$ cat src/rtl/counter_pkg.sv
// counter_pkg: shared overflow-mode constants and load clamp helper for updown_counter_mod
package counter_pkg;
  localparam int MODE_WRAP = 0;
  localparam int MODE_SAT = 1;
  function automatic logic [31:0] clamp_to_max(input logic [31:0] val, input logic [31:0] max);
    return val > max ? max : val;
  endfunction
endpackage

$ cat src/rtl/updown_counter_mod_next.sv
// updown_counter_mod_next: comb next count and wrap/err flags from count, step, up_down
module updown_counter_mod_next
  import counter_pkg::*;
#(
  parameter int WIDTH = 4,
  parameter int MAX_VAL = 2 ** WIDTH - 1,
  parameter int SAT_MODE = MODE_WRAP
) (
  input  logic [WIDTH-1:0] count,
  input  logic [WIDTH-1:0] step,
  input  logic             up_down,
  output logic [WIDTH-1:0] next_count,
  output logic             wrap_n,
  output logic             err_n
);
  localparam logic [WIDTH:0] MAX = (WIDTH + 1)'(MAX_VAL);
  localparam logic [WIDTH:0] MOD = MAX + 1'b1;
  localparam bit SAT = SAT_MODE == MODE_SAT;
  logic [WIDTH:0] c, s, sum;
  logic bad, idle, over, under;
  assign c = {1'b0, count};
  assign s = {1'b0, step};
  assign sum = c + s;
  always_comb begin
    bad = s > MAX;
    idle = bad || step == '0;
    over = sum > MAX;
    under = c < s;
    next_count = idle ? count : WIDTH'(up_down ? (over ? (SAT ? MAX : sum - MOD) : sum)
                                               : (under ? (SAT ? '0 : c + MOD - s) : c - s));
    wrap_n = !idle && (up_down ? over : under);
    err_n = bad;
  end
endmodule

$ cat src/rtl/updown_counter_mod.sv
// updown_counter_mod: modulo 0..MAX_VAL up/down counter with load, step, wrap/saturate and pulse flags
module updown_counter_mod
  import counter_pkg::*;
#(
  parameter int WIDTH = 4,
  parameter int MAX_VAL = 2 ** WIDTH - 1,
  parameter int SAT_MODE = MODE_WRAP
) (
  input  logic             clk,
  input  logic             rst,
  input  logic             en,
  input  logic             up_down,
  input  logic [WIDTH-1:0] step,
  input  logic             load,
  input  logic [WIDTH-1:0] load_val,
  output logic [WIDTH-1:0] count,
  output logic             at_max,
  output logic             at_min,
  output logic             wrap,
  output logic             err
);
  if (WIDTH < 2 || MAX_VAL < 1 || MAX_VAL > (2 ** WIDTH) - 1) begin : g_param_err
    $error("updown_counter_mod: illegal WIDTH/MAX_VAL");
  end
  logic [WIDTH-1:0] next_count;
  logic wrap_n, err_n;
  updown_counter_mod_next #(.WIDTH(WIDTH), .MAX_VAL(MAX_VAL), .SAT_MODE(SAT_MODE)) u_next (
    .count(count),
    .step(step),
    .up_down(up_down),
    .next_count(next_count),
    .wrap_n(wrap_n),
    .err_n(err_n)
  );
  assign at_max = count == WIDTH'(MAX_VAL);
  assign at_min = count == '0;
  always_ff @(posedge clk) begin
    if (rst) begin
      count <= '0;
      wrap <= 1'b0;
      err <= 1'b0;
    end else if (load) begin
      count <= WIDTH'(clamp_to_max(32'(load_val), MAX_VAL));
      wrap <= 1'b0;
      err <= 32'(load_val) > MAX_VAL;
    end else if (en) begin
      count <= next_count;
      wrap <= wrap_n;
      err <= err_n;
    end else begin
      wrap <= 1'b0;
      err <= 1'b0;
    end
  end
endmodule

$ cat config.mk
export PLATFORM = sky130hd
export DESIGN_NAME = updown_counter_mod
export DESIGN_NICKNAME = d
export VERILOG_FILES = /design/src/rtl/counter_pkg.sv /design/src/rtl/updown_counter_mod_next.sv /design/src/rtl/updown_counter_mod.sv
export SDC_FILE = /design/constraint.sdc
export NUM_CORES = 1
export LEC_CHECK = 0
export CAP_MARGIN = 20
export CELL_PAD_IN_SITES_DETAIL_PLACEMENT = 1
export CELL_PAD_IN_SITES_GLOBAL_PLACEMENT = 2
export CORE_ASPECT_RATIO = 1.1
export CORE_MARGIN = 2
export CORE_UTILIZATION = 20
export DETAILED_ROUTE_END_ITERATION = 7
export PLACE_DENSITY_LB_ADDON = 0.1
export SYNTH_ARGS = -nofsm -noshare
export SYNTH_HDL_FRONTEND = slang
export SYNTH_SLANG_ARGS = --single-unit
$ cat constraint.sdc
create_clock -name clk -period 1.7 [get_ports clk]
set_input_delay 0.17 -clock clk [delete_from_list [all_inputs] [get_ports clk]]
set_output_delay 0.17 -clock clk [all_outputs]
set_load 0.01 [all_outputs]
* Yosys cells after proc, flatten, opt, wreduce, memory -nomap -nowiden
Cells that the tools add are included.
** Cells by class
- $add $sub $neg :: 5
- Reduce and logical (&&, ||, !) cells :: 8
- Order comparisons :: 3
- Equality and inequality tests :: 2
- Muxes and demuxes :: 7
- Bitwise operators :: 1
** Operator list (number)
- $mux 4 :: 6
- $logic_not 4->1 :: 2
- $sub 4x4->4 :: 2
- $add 4x4->5 :: 1
- $gt 5x4->1 const B :: 1
- $add 4x1->4 const B :: 1
- $eq 4x4->1 const B :: 1
- $gt 4x4->1 const B :: 1
- $lt 4x4->1 :: 1
- $sub 4x1->4 const B :: 1
- $reduce_or 3->1 :: 1
- $ne 2x2->1 const B :: 1
- $reduce_and 2->1 :: 1
- $reduce_bool 2->1 :: 1
- $logic_and 1x1->1 :: 1
- $logic_not 1->1 :: 1
- $logic_or 1x1->1 :: 1
- $mux 1 :: 1
- $not 1->1 :: 1
** Word-level totals
- Input port bits :: 13
- Output and inout port bits :: 8
- Bits in registers :: 6
- Logic and storage cells :: 29

* Depth between registers and ports, before layout
Gate-level depths: netlist of run 1.
- Depth after elaboration :: 7
- Gate-level depth with buffers :: 8
- Mapped depth without buffers :: 8

* Modules after synthesis
Synthesis of run 1 repeated with hierarchy kept, for this count alone.
** Second synthesis, totals
- Cells, all modules :: 69
- Area total of the unflattened synthesis :: 619.3 µm²
** Modules (own cells, without submodules)
- updown_counter_mod_next :: cells each 45, area an instance 354.1 µm², seq. area each 0.0 µm², times used 1
- updown_counter_mod :: cells each 24, area an instance 265.3 µm², seq. area each 120.1 µm², times used 1

* Worst setup path before layout of run 1
No wires, ideal clock.
- Path type :: flip-flop to flip-flop
- From :: register count[0]
- To :: register count[2]
- Stages on the path, launching flop included :: 9
- Path slack :: -0.024 ns
- Buffers on the path :: 0
- Data required time :: 1.634 ns
- Arrival time :: 1.658 ns
- Setup time :: 0.066 ns
- Clock period less this slack :: 1.724 ns
- Cells stage by stage :: dfxtp_1 > inv_1 > ha_1 > inv_1 > fa_1 > o21ai_0 > xnor2_1 > a211o_1 > a21oi_2
** On the way
- Cells in the longest elaborated chain, start to end :: 7
- Elaborated cells between the ends (all ways) :: 13
- Those cells by class :: 5 x add/sub; 2 x order compare; 6 x mux
** Ends and longest elaborated chain
- from (decl) :: RTL line updown_counter_mod.sv:16 : output logic [WIDTH-1:0] count,
- from (signal assigned) :: RTL line updown_counter_mod.sv:43 : count <= WIDTH'(clamp_to_max(32'(load_val), MAX_VAL));
- from (signal assigned) :: RTL line updown_counter_mod.sv:47 : count <= next_count;
- $add 4x1->4 / $add 4x4->5 (equally long branches) :: RTL line updown_counter_mod_next.sv:30, updown_counter_mod_next.sv:23
- $sub 4x4->4 (tied with other cells) :: RTL line updown_counter_mod_next.sv:30 : : (under ? (SAT ? '0 : c + MOD - s) : c - s));
- $mux 4, on equally long branches :: RTL line updown_counter_mod_next.sv:30, updown_counter_mod_next.sv:29
- $mux 4 (*) (2 in series) :: RTL line updown_counter_mod_next.sv:29 : next_count = idle ? count : WIDTH'(up_down ? (over ? (SAT ? MAX : sum - MOD) : sum)
- $mux 4 (*) :: RTL line updown_counter_mod.sv:46 : end else if (en) begin
- $mux 4 (*) :: RTL line updown_counter_mod.sv:42 : end else if (load) begin
Mark *: on every way between the ends. The rest lies on a longest branch, timed or not. The select of a mux whose other input is x is not followed.
A chain may end at the register's enable or synchronous reset.

* Final worst setup path of run 1
- From :: register count[0]
- To :: register wrap
** On the way
- Cells in the longest elaborated chain, start to end :: 4
- Elaborated cells between the ends (all ways) :: 5
- Those cells by class :: 1 x add/sub; 2 x order compare; 1 x mux; 1 x reduce/logical
** Ends and longest elaborated chain
- $add 4x4->5 :: RTL line updown_counter_mod_next.sv:23 : assign sum = c + s;
- $gt 5x4->1 :: RTL line updown_counter_mod_next.sv:27 : over = sum > MAX;
- $mux 1 (*) :: RTL line updown_counter_mod_next.sv:31 : wrap_n = !idle && (up_down ? over : under);
- $logic_and 1x1->1 (*) :: RTL line updown_counter_mod_next.sv:31
- to (signal assigned) :: RTL line updown_counter_mod.sv:48 : wrap <= wrap_n;
- to (decl) :: RTL line updown_counter_mod.sv:19 : output logic wrap,
Mark *: on every way between the ends. The rest lies on a longest branch, timed or not.

==> results of run 1 <==
## flip-flops by register name (all words and copies together), names as in the netlist
register and count:
wrap 1, count 4
## area by class of cell
class                      count  area [um2]
multi-input combinational     49       431.7
timing repair buffer          30       274.0
fill                         305        1583
tap                           31       38.79
sequential                     5       105.1
inverter                      10       37.54
clock buffer                   4       26.28
## critical path, cell delays in order, from the launching register on
cell and delay, ps:
dfxtp_2 330, inv_2 60, ha_4 130, inv_2 40
fa_2 370, a21oi_2 150, nor2_1 40, or3_1 320
a21oi_1 130
## worst max path at each step
stage,startpoint,endpoint,slack (ps),cells past startpoint
after floorplan,count[0],count[2],20,8
after global placement,step[0],wrap,-410,8
after detailed placement,step[0],wrap,-420,8
after CTS,count[0],wrap,-0.4,8
after global routing,count[0],wrap,-20,8
final,count[0],wrap,60,8
## cells in the final DEF (no fill, tap or decap), types with 2 or more instances in the layout
cell type and n:
dlygate4sd2_1 3, clkdlybuf4s50_1 14, o21ai_0 3, ha_1 5, dlymetal6s2s_1 2, fa_2 2, buf_4 11, ha_4 2
inv_1 8, nor2_1 8, nand2_1 3, dfxtp_1 3, a21oi_1 6, xnor2_1 2, clkbuf_4 3, nor3_1 2
inv_2 2, a21oi_2 2
## metal layers
metal	vias up	share of wire [%]	wire length (um)	GRT usage [%]
li1	289	-	-	-
met1	256	44	729	15.50
met2	10	52	874	20.18
met3	2	3.1	51	1.804
met4	0	0.84	14	4.396
met5	-	0	0	0
## kinds of logic (layout without fill, tap and decap cells)
logic type / count (synthesis) / count (layout) / synth area share, %
compound gates: 18 / 18 / 21.56
xor+xnor: 2 / 2 / 3.318
fa+ha+maj: 10 / 10 / 26.54
buf+inv: 13 / 44 / 11.61
flops: 5 / 5 / 18.96
mux: 1 / 1 / 1.896
other cells: 1 / 1 / 0.7102
simple gates: 17 / 17 / 15.41
## stage by stage
| stage | cells | instance area (um2) |
|---|---|---|
| finish | 129 | 913.4 |
| global route | 129 | 913.4 |
| CTS | 128 | 852.1 |
| detailed placement | 124 | 808.3 |
| global placement | 124 | 808.3 |
| floorplan | 67 | 528.0 |
## power by group
part | total (mW) | internal (mW) | switching [mW] | leakage (nW)
logic | 0.249 | 0.137 | 0.113 | 0.358
clock network | 0.134 | 0.0886 | 0.0457 | 0.0150
registers | 0.139 | 0.127 | 0.0121 | 0.0422
## what timing repair did
action,4_1_cts,5_1_grt
setup buffers,0,1
hold buffers,0,0
setup endpoints to repair,5,5
hold endpoints to repair,0,0
pin swaps,2,5
gates resized for setup,12,10
==> run metrics, run 1 <==
status=complete, no violations; kind of critical path=flop to flop; CTS tree=done; num rows=19; P per Cell Area=572.5 nW/um2; Hold Worst Slack=491.4 ps; DRC errors left=0; Iter 0 DRT Violations=1; Hold Violations, Final=0; DPL Wire Length=1314 um; Seq cells post-synth=5; WL final=1669 um; hold path depth=3; H-tree levels=1; Final min period=1636 ps; Synth area leaders=dfxtp_1, ha_1, fa_1, inv_1, a21oi_1; max-slew violations=0; fin crit share=96.21%; share of the synthesized area in the top cell type=18.96%; Reg2Reg Depth=8; Via density=4.318; vias in the first global route=600; Clock Tree Buf Depth=2; Reg2Reg Capture Point=wrap; Peak Freq=611.4 MHz; top_reg_cell synth=dfxtp_1; Worst Slack Setup Final=64.46 ps; R2R setup slack=60 ps; die height=between 50 and 60 um; Clock Tree Root=clkbuf_4; Pleak=0.4155 nW; worst min path class=input port to flop; Post-synth EDFFs=0; largest net degree at the start of global routing=10; Async S/R FF share, synth=0%; post-synth cell types=25; Port Buffers=19; diode count=0; Max Clock Skew=1.220 ps; top post-synthesis cells by count=inv_1, ha_1, nor2_1; sequential share of the synthesized area=18.96%; CP Capture Type=flop; worst r2r src=count[0]; post-layout util=36.59%; first-pass iteration count of the detailed router=2; CTS Buf Count=3; die area=3068 um2; share of cells above drive strength 1=29.59%; RD Place Congestion=0.7011; max-cap violations=0; number of top-level pins=21; post-synth net total=90; DR vias=557; Antenna Nets Post-Route=0; clock insertion delay at the later pin of the skew report=between 200 and 250 ps; total track usage=between 10 and 15%; total power=0.5229 mW; Hold Crit Endpoint=count[2]; total grt overflow=0; Required @ worst endpoint=between 1500 and 2000 ps; Mapped Cells=67; DR WL/cell=12.94 um; Cell Area, Synth=roughly 530 um2; average cell area after synthesis=slightly below 8 um2; Initial Util=21.15%; most frequent cell after synthesis=inv_1; min-delay src=load_val[2]; Setup violations, final=0; cell taking the most area after synthesis=dfxtp_1; Yosys warnings=0; Placement Setup Slack=-421.1 ps; setup TNS=0 ps; initial antenna violation count=0; Max rail drop VDD=between 0.0002 and 0.0003 V; CTS sink count=5; Startpoint Class=flop; chip width=52.99 um; CTS clk-pin slew, worst paths=40 ps; first-pass GRT wire length=2677 um; area grow syn2layout=72.99%; Std-Cell Core Area=2496 um2; crit path DAT=1800 ps; RSZ-0062 raised after global routing=true; worst-path fanout max=3; nets=122
Power figures use the tool's default switching activity.
==> inputs of run 2 (changes only) <==
--- a/config.mk
+++ b/config.mk
@@ -13,6 +13,7 @@
 export CORE_UTILIZATION = 20
 export DETAILED_ROUTE_END_ITERATION = 7
 export PLACE_DENSITY_LB_ADDON = 0.1
+export SLEW_MARGIN = 25
 export SYNTH_ARGS = -nofsm -noshare
 export SYNTH_HDL_FRONTEND = slang
 export SYNTH_SLANG_ARGS = --single-unit
==> results of run 2 <==
No change in the layout: final DEF, timing and power equal those of run 1.
